**config.mk**
```make
export PLATFORM = sky130hd
export DESIGN_NAME = dmem_arbiter
export DESIGN_NICKNAME = d
export VERILOG_FILES = /design/src/rtl/dmem_arbiter.sv
export SDC_FILE = /design/constraint.sdc
export NUM_CORES = 1
export LEC_CHECK = 0
export ABC_AREA = 1
export CAP_MARGIN = 10
export CORE_AREA = 2 2 108 110
export CTS_BUF_LIST = sky130_fd_sc_hd__clkbuf_16
export CTS_CLUSTER_SIZE = 14
export DETAILED_ROUTE_END_ITERATION = 10
export DIE_AREA = 0 0 110 112
export PLACE_DENSITY = 0.62
export SLEW_MARGIN = 15
export SYNTH_ARGS = -nofsm -noshare
export SYNTH_HDL_FRONTEND = slang
export SYNTH_SLANG_ARGS = --single-unit
```
**constraint.sdc**
```tcl
create_clock -name clk -period 2.09 [get_ports clk]
set_clock_uncertainty 0.15 [all_clocks]
set_input_delay 0.5225 -clock clk [delete_from_list [all_inputs] [get_ports clk]]
set_output_delay 0.5225 -clock clk [all_outputs]
set_load 0.01 [all_outputs]
```
**src/rtl/dmem_arbiter.sv**
```systemverilog
// Two-port arbiter for the single-port data memory: cpu has priority, ext is
// protected by a starvation counter, and bad accesses become error responses.
module dmem_arbiter #(
  parameter int AW         = 32,
  parameter int DW         = 32,
  parameter int MEM_AW     = 5,
  parameter int STARVE_MAX = 4
) (
  input  logic              clk,
  input  logic              rst_n,

  input  logic              cpu_req,
  input  logic              cpu_we,
  input  logic [AW-1:0]     cpu_addr,
  input  logic [DW-1:0]     cpu_wdata,
  output logic              cpu_gnt,
  output logic              cpu_stall,
  output logic              cpu_rvalid,
  output logic [DW-1:0]     cpu_rdata,
  output logic              cpu_err,

  input  logic              ext_req,
  input  logic              ext_we,
  input  logic [AW-1:0]     ext_addr,
  input  logic [DW-1:0]     ext_wdata,
  output logic              ext_gnt,
  output logic              ext_rvalid,
  output logic [DW-1:0]     ext_rdata,
  output logic              ext_err,

  output logic              mem_en,
  output logic              mem_we,
  output logic [MEM_AW-1:0] mem_addr,
  output logic [DW-1:0]     mem_wdata,
  input  logic [DW-1:0]     mem_rdata
);

  localparam int CW = $clog2(STARVE_MAX + 1);

  logic [CW-1:0] r_starve_cnt;
  logic          r_rsp_valid;
  logic          r_rsp_owner_ext;
  logic          r_rsp_err;

  logic          w_ext_force;
  logic          w_gnt_any;
  logic          w_we;
  logic [AW-1:0] w_addr;
  logic [DW-1:0] w_wdata;
  logic          w_bad;

  assign w_ext_force = ext_req && (r_starve_cnt == CW'(STARVE_MAX));
  assign ext_gnt     = ext_req && (w_ext_force || !cpu_req);
  assign cpu_gnt     = cpu_req && !w_ext_force;
  assign w_gnt_any   = cpu_gnt || ext_gnt;
  assign cpu_stall   = cpu_req && !cpu_gnt;

  // Mux defaults to the cpu side when idle so mem_addr tracks the pipeline.
  assign w_addr  = ext_gnt ? ext_addr  : cpu_addr;
  assign w_we    = ext_gnt ? ext_we    : cpu_we;
  assign w_wdata = ext_gnt ? ext_wdata : cpu_wdata;

  assign w_bad = (w_addr[1:0] != 2'b00) || (w_addr[AW-1:MEM_AW+2] != '0);

  assign mem_en    = w_gnt_any && !w_bad;
  assign mem_we    = w_we && mem_en;
  assign mem_addr  = w_addr[MEM_AW+1:2];
  assign mem_wdata = w_wdata;

  always_ff @(posedge clk) begin
    if (!rst_n) begin
      r_starve_cnt    <= '0;
      r_rsp_valid     <= 1'b0;
      r_rsp_owner_ext <= 1'b0;
      r_rsp_err       <= 1'b0;
    end else begin
      if (!ext_req || ext_gnt) begin
        r_starve_cnt <= '0;
      end else if (r_starve_cnt != CW'(STARVE_MAX)) begin
        r_starve_cnt <= r_starve_cnt + CW'(1);
      end
      // Bad stores still answer so the requester sees the error.
      r_rsp_valid     <= w_gnt_any && (!w_we || w_bad);
      r_rsp_owner_ext <= ext_gnt;
      r_rsp_err       <= w_bad;
    end
  end

  assign cpu_rvalid = r_rsp_valid && !r_rsp_owner_ext;
  assign ext_rvalid = r_rsp_valid && r_rsp_owner_ext;
  assign cpu_err    = cpu_rvalid && r_rsp_err;
  assign ext_err    = ext_rvalid && r_rsp_err;
  assign cpu_rdata  = (cpu_rvalid && !r_rsp_err) ? mem_rdata : '0;
  assign ext_rdata  = (ext_rvalid && !r_rsp_err) ? mem_rdata : '0;

endmodule
```
==> impl_metrics.yaml, run 1 <==
worst_setup_path:
  worst_setup_path_start_kind: "input port"
  ff_to_ff_end: "r_rsp_valid"
  critical_path_peak_fanout: 2
  cp-end-kind: "output pin"
  endpoint_of_the_worst_setup_timing_path: "mem_we"
  reg2regPathDepth: 13
  timing.setup.critical_path_class: "in2out"
  worstPathRequired_ns: 1.42
  r2r_setup_slack_ns: 0.41
  startpoint: "ext_addr[17]"
  cp.arrival_ns: 1.74
  critical_path.reg2reg.startpoint: "r_starve_cnt[0]"
placement:
  gp_routability_congestion: 0.769
  numPlacedInstances: 759
  io_buffers: 275
  postPlaceCellArea_um2: 4520
  hpwl_um: 7950
  placement.setup.worst_slack_ns: -0.833
floorplanning:
  fp.coreArea_um2: 11200
  floorplan.die.height_um: 112
  die_footprint_um2: 12300
  ioPinCount: 276
  initial_core_util_pct: 13.0
  core.rowCount: 39
  horizontal_die_dimension_um: 110
pwr:
  total_power_mw: 1.22
  worst_ir_drop_vdd_v: 0.000209
  leakage_nw: 2.75
  power_per_cell_area_nw_per_um2: 250
route:
  post-route-drc-count: 0
  via_per_inst: 3.90
  dr_total_vias: 3034
  dr_iter_0_viols: 50
  detailedRoute.firstPassIterationCount: 4
  final_antenna_net_count: 0
  routedWlPerCell_um: 12.5
  detail_route.wirelength_um: 9680
synthesis:
  yosys_register_bits: 6
  synth_top_cell_by_area: "sky130_fd_sc_hd__nand2_1"
  postSynthAreaPerCell_um2: 4.40
  netlist_top_cells_area: "sky130_fd_sc_hd__nand2_1 35%, sky130_fd_sc_hd__nor2_1 25%, sky130_fd_sc_hd__inv_1 13%, sky130_fd_sc_hd__dfxtp_1 8.3%, sky130_fd_sc_hd__nand2_2 2.6%"
  post_synth_instance_area_um2: 1460
  yosysUniqueCellTypes: 21
  yosysSeqAreaShare_pct: 8.25
  synthesis.instances: 331
  yosysWarnings: 0
  syn-num-nets: 499
  yosysTopAreaCellShare_pct: 34.6
cts:
  clock_sinks: 6
  clock_tree.root_cell: "sky130_fd_sc_hd__clkbuf_16"
  cts_bufs_inserted: 3
  clock_latency_ns: 0.23
  clkTransAtPathRegs_ns: 0.03
  clock_tree.buffer_depth: 2
  ctsHtreeMaxLevel: 1
  tritoncts: "built"
timing:
  fmax_mhz: 414
  tightestPinTransition_ns: 0.163
  final_hold_violating_endpoints: 0
  worst_slack_ns: -0.323
  rsz_0062_raised_after_global_routing: "true"
  slew_viol_final: 0
  relSlewSlack_pct: 89.1
  setup_viol: 40
  fin_crit_sh_pct: 115
  hold_slack_ns: 0.441
  fin_crit_ns: 2.41
grt:
  gr-usage-all-layers_pct: 14.3
  global_route_wire_length_before_repair_um: 13900
  first_global_vias: 2979
  grt_overflow: 0
  initial_antenna_violation_count: 0
  grt_max_degree: 33
finish:
  multi_input_comb_area_um2: 1260
  drive_above_1_share_pct: 29.7
  final_cells: 777
  num-fill-cells: 1196
  seq_area_um2: 123
  layout.cell_area.non_filler_um2: 4880
  fin_nets: 804
  layout-area-overhead-vs-synth_pct: 235
  antenna_cells_inserted: 0
status:
  status: "complete, but fails checks"
  violations: "negative setup slack"
job:
  max-cap-violations: 0
hold_path:
  hp-class: "reg2reg"
==> Yosys cell counts, drive strengths merged <==
library cell,n
nand2,141
nor2,97
inv,54
clkbuf,8
buf,6
dfxtp,6
a21oi,5
and2,3
nand3,3
nor3,3
ha,2
nand4,1
o21ai,1
xnor2,1
==> per-layer routing <==
layer	track usage, %	vias up	routed length, µm
met5	0	-	0
met3	3.51	12	1130
met1	13.1	1306	3100
met2	29.7	166	5330
li1	-	1550	-
met4	3.71	0	131
==> kinds of logic after synthesis <==
family	after synthesis	synth area share [%]
AND/OR/NAND/NOR	248	66.9
buffers and inverters	68	20.5
XOR/XNOR	1	0.602
flip-flops	6	8.25
AO/OA/AOI/OAI	6	2.06
adder cells (fa/ha/maj)	2	1.72
==> where the power goes <==
group | internal (mW) | switching, mW
combinational | 0.490 | 0.305
sequential | 0.120 | 0.00199
clock | 0.245 | 0.0588
total | 0.855 | 0.365
==> worst min-delay path by stage <==
stage	to	startpoint	cells after the start	slack, ns
3_3_place_gp	r_starve_cnt[0]	r_starve_cnt[0]	3	0.42
3_5_place_dp	r_starve_cnt[0]	r_starve_cnt[0]	3	0.44
5_1_grt	r_starve_cnt[0]	r_starve_cnt[0]	3	0.48
4_1_cts	r_starve_cnt[0]	r_starve_cnt[0]	3	0.45
6_report	r_starve_cnt[0]	r_starve_cnt[0]	3	0.44
2_1_floorplan	r_starve_cnt[0]	r_starve_cnt[0]	2	0.31
==> timing repair <==
| action | 4_1_cts | 5_1_grt |
|---|---|---|
| setup buffers | 9 | 4 |
| pin swaps | 38 | 31 |
| gates cloned | 3 | 1 |
| endpoints found under the setup margin | 107 | 90 |
| gates resized for setup | 355 | 121 |
| hold buffers | 0 | 0 |
| endpoints found under the hold margin | 0 | 0 |
==> critical path, stage by stage <==
cell and delay (ns):
sky130_fd_sc_hd__clkdlybuf4s50_1 0.42, sky130_fd_sc_hd__nor2_1 0.11, sky130_fd_sc_hd__nand4_1 0.10, sky130_fd_sc_hd__nor2_1 0.16, sky130_fd_sc_hd__nand2_2 0.09, sky130_fd_sc_hd__nand2_2 0.09, sky130_fd_sc_hd__nand2_2 0.05, sky130_fd_sc_hd__nor2_2 0.07
sky130_fd_sc_hd__buf_2 0.14
==> per-stage QoR <==
stage	TNS (ns)	util, %
5_1_grt	-11.33	43.7
2_1_floorplan	0	-
6_report	-8.28	43.7
3_3_place_gp	-47.04	40.5
4_1_cts	-8.71	42.6
3_5_place_dp	-48.29	40.5
==> sequential cells by signal, summed over array words and instances, names as in the netlist <==
signal	flops
r_rsp_err	1
r_rsp_owner_ext	1
r_rsp_valid	1
r_starve_cnt	3
==> placed cells by master, fill, tap and decap left out, types with 10 or more instances in the layout <==
cell type                         count
sky130_fd_sc_hd__nand2_2             43
sky130_fd_sc_hd__nand2_1             87
sky130_fd_sc_hd__nand2_4             10
sky130_fd_sc_hd__clkdlybuf4s15_1     19
sky130_fd_sc_hd__nor2_1              91
sky130_fd_sc_hd__buf_4               20
sky130_fd_sc_hd__dlymetal6s2s_1      21
sky130_fd_sc_hd__dlygate4sd2_1       32
sky130_fd_sc_hd__buf_6               29
sky130_fd_sc_hd__buf_2               19
sky130_fd_sc_hd__clkdlybuf4s50_1    129
sky130_fd_sc_hd__inv_1               49
sky130_fd_sc_hd__clkbuf_2            28
==> area by class of cell <==
class                           count  share of cell area [%]
Clock buffer                        3                    1.54
Inverter                           54                    4.41
Multi-Input combinational cell    257                    25.8
Sequential cell                     6                    2.51
Tap cell                          143                    3.67
Timing Repair Buffer              314                    62.1
No activity file was read; power rests on OpenSTA's default activity.
==> inputs of run 2 (changes only) <==
ABC_AREA = default   (was 1)
CAP_MARGIN = 20   (was 10)
CORE_AREA = 2 2 107 109   (was 2 2 108 110)
DIE_AREA = 0 0 109 111   (was 0 0 110 112)
==> impl_metrics.yaml, run 2 <==
timing:
  relSlewSlack_pct: 85.2
  slew_viol_final: 0
  fin_crit_sh_pct: 116
  rsz_0062_raised_after_global_routing: "true"
  setup_viol: 94
  tightestPinTransition_ns: 0.221
  final_hold_violating_endpoints: 0
  fin_crit_ns: 2.43
  fmax_mhz: 412
  worst_slack_ns: -0.339
worst_setup_path:
  timing.setup.critical_path_class: "in2out"
  r2r_setup_slack_ns: -0.14
  reg2regPathDepth: 9
  critical_path_buf_inv_count: 2
  path_depth: 6
  worstPathRequired_ns: 1.42
  timing.critical_path.mode_cell: "sky130_fd_sc_hd__buf_6"
  worst_setup_path_start_kind: "input port"
  critical_path.cell_chain: "buf_6 -> nor4_2 -> nand4_1 -> or3_4 -> a21oi_4 -> buf_6"
  ff_to_ff_end: "r_rsp_valid"
  critical-path-max-stage-delay_ns: 0.45
  cp.arrival_ns: 1.76
  critical_path.reg2reg.startpoint: "r_starve_cnt[0]"
  crit_slowest_cell: "sky130_fd_sc_hd__or3_4"
  critPathTopFamily: "simple AND/OR/NAND/NOR gates"
  critical_path_peak_fanout: 3
  cp-end-kind: "output pin"
grt:
  initial_antenna_violation_count: 0
  grt_overflow: 0
  gr-usage-all-layers_pct: 16.6
  global_route_wire_length_before_repair_um: 15700
  grt_max_degree: 11
  first_global_vias: 3064
synthesis:
  yosysUniqueCellTypes: 22
  synth.top_cells.by_count: "113 x sky130_fd_sc_hd__nand2_1, 70 x sky130_fd_sc_hd__and2_1, 12 x sky130_fd_sc_hd__nor4_1, 11 x sky130_fd_sc_hd__clkbuf_1, 6 x sky130_fd_sc_hd__dfxtp_1"
  yosys_register_bits: 6
  ys_dominant_reg_cell: "sky130_fd_sc_hd__dfxtp_1"
  async_reset_ff_share_pct: 0
  post_synth_instance_area_um2: 1340
  synthesis.instances: 251
  syn-num-nets: 419
  postSynthAreaPerCell_um2: 5.32
  yosysTopAreaCellShare_pct: 32.8
  top_count_cell_post_synth: "sky130_fd_sc_hd__nand2_1"
  yosysWarnings: 0
  yosysSeqAreaShare_pct: 9.00
  synth_top_cell_by_area: "sky130_fd_sc_hd__and2_1"
  netlist_top_cells_area: "sky130_fd_sc_hd__and2_1 33%, sky130_fd_sc_hd__nand2_1 32%, sky130_fd_sc_hd__dfxtp_1 9.0%, sky130_fd_sc_hd__nor4_1 5.6%, sky130_fd_sc_hd__clkbuf_1 3.1%"
  edff_count_synth: 0
status:
  status: "complete, but fails checks"
  violations: "negative setup slack"
finish:
  largest_reg_flops: 3
  num-fill-cells: 1023
  commonest_non_fill_non_tap_cell_in_the_layout: "sky130_fd_sc_hd__buf_6"
  drive_above_1_share_pct: 58.9
  antenna_cells_inserted: 0
  layout-area-overhead-vs-synth_pct: 329
  fin_nets: 759
  layout.cell_area.non_filler_um2: 5720
  postLayoutCoreUtil_pct: 51.7
  mostFrequentLayoutCells: "125 x sky130_fd_sc_hd__buf_6, 115 x sky130_fd_sc_hd__clkdlybuf4s50_1, 63 x sky130_fd_sc_hd__and2_4"
  top_register: "r_starve_cnt"
route:
  post-route-drc-count: 0
  final_antenna_net_count: 0
  via_per_inst: 4.15
  dr_total_vias: 3037
  detailedRoute.firstPassIterationCount: 4
  routedWlPerCell_um: 15.9
  dr_iter_0_viols: 92
  detail_route.wirelength_um: 11700
job:
  max-cap-violations: 0
floorplanning:
  die_footprint_um2: 12100
  floorplan.die.height_um: 111
  core.rowCount: 39
  initial_core_util_pct: 12.1
  fp.coreArea_um2: 11100
  horizontal_die_dimension_um: 109
  ioPinCount: 276
pwr:
  power_per_cell_area_nw_per_um2: 237
  worst_ir_drop_vdd_v: 0.000208
  leakage_nw: 2.77
cts:
  clkTransAtPathRegs_ns: 0.03
  clock_latency_ns: 0.22
  clock_tree.buffer_depth: 2
  ctsHtreeMaxLevel: 1
  clock_tree.root_cell: "sky130_fd_sc_hd__clkbuf_16"
  cts_bufs_inserted: 3
  clock_sinks: 6
  tritoncts: "built"
placement:
  postPlaceCellArea_um2: 4390
  hpwl_um: 7030
  gp_routability_congestion: 0.776
  io_buffers: 275
hold_path:
  start_point_of_the_worst_min_delay_path: "r_starve_cnt[0]"
  timing.hold.worst_endpoint: "r_starve_cnt[0]"
  hold_path_depth: 2
  hp-class: "reg2reg"
==> run 2: cell types whose count changed in the layout (fill, tap and decap cells not counted), moves of 14 or more <==
cell,delta
sky130_fd_sc_hd__nand2_1,-32
sky130_fd_sc_hd__clkdlybuf4s50_1,-14
sky130_fd_sc_hd__buf_2,+17
sky130_fd_sc_hd__inv_1,-48
sky130_fd_sc_hd__clkbuf_2,-27
sky130_fd_sc_hd__nor2_1,-87
sky130_fd_sc_hd__dlymetal6s2s_1,-18
sky130_fd_sc_hd__and2_4,+62
sky130_fd_sc_hd__buf_6,+96
==> run 2: stage by stage <==
step	cells	hold slack, ns	TNS [ns]	setup slack, ns	total power [mW]
CTS	726	0.375	-15.20	-0.367	1.23
global route	732	0.406	-19.88	-0.407	1.42
finish	732	0.375	-14.64	-0.339	1.36
floorplan	251	0.329	-0.0379	-0.0222	0.296
global placement	670	0.341	-48.77	-1.08	0.831
detailed placement	670	0.362	-49.45	-1.09	0.837
==> run 2: where the power goes <==
| group | internal (mW) | switching, mW |
|---|---|---|
| sequential | 0.120 | 0.00508 |
| clock | 0.245 | 0.0598 |
| combinational | 0.583 | 0.342 |
| total | 0.948 | 0.407 |
==> run 2: worst max path at each step <==
stage	from	end	slack (ns)
finish	ext_addr[16]	mem_en	-0.34
floorplan	ext_addr[18]	mem_we	-0.02
global placement	ext_addr[0]	mem_en	-1.08
CTS	ext_addr[9]	mem_we	-0.37
global route	ext_addr[7]	mem_en	-0.41
detailed placement	ext_addr[1]	mem_en	-1.09
==> run 2: what timing repair did <==
| item | in CTS | in global routing |
|---|---|---|
| resized for setup | 655 | 197 |
| gates cloned | 15 | 1 |
| setup buffers | 38 | 17 |
| setup endpoints to repair | 108 | 108 |
| hold buffers | 0 | 0 |
| pin swaps | 97 | 70 |
==> run 2: logic make-up after synthesis <==
logic type | count (synthesis) | share of synthesized area (%)
fa+ha+maj | 2 | 1.87
flops | 6 | 9.00
buf+inv | 18 | 5.34
compound gates | 7 | 3.28
mux | 1 | 0.750
simple gates | 217 | 79.8
==> run 2: per-layer routing <==
metal / global-route usage, % / routed length (µm) / vias to the layer above
met5: 0 / 0 / -
met4: 2.48 / 67 / 0
met3: 3.53 / 1150 / 6
met2: 34.4 / 6570 / 173
met1: 16.4 / 3890 / 1378
li1: - / - / 1480
==> run 2: layout make-up <==
| cell class | count | area [µm²] | share of cell area (%) |
|---|---|---|---|
| sequential | 6 | 126 | 2.21 |
| inverter | 4 | 22.5 | 0.394 |
| timing repair buffer | 349 | 3590 | 62.7 |
| clock buffer | 3 | 75.1 | 1.31 |
| multi-input combinational | 227 | 1730 | 30.2 |
| tap | 143 | 179 | 3.13 |
==> run 2: tightest hold or removal path, delay by kind of cell (launching register included) <==
kind | cells | cell delay [ns]
buffers and inverters | 1 | 0.07
and+or+nand+nor | 1 | 0.11
DFF | 1 | 0.32
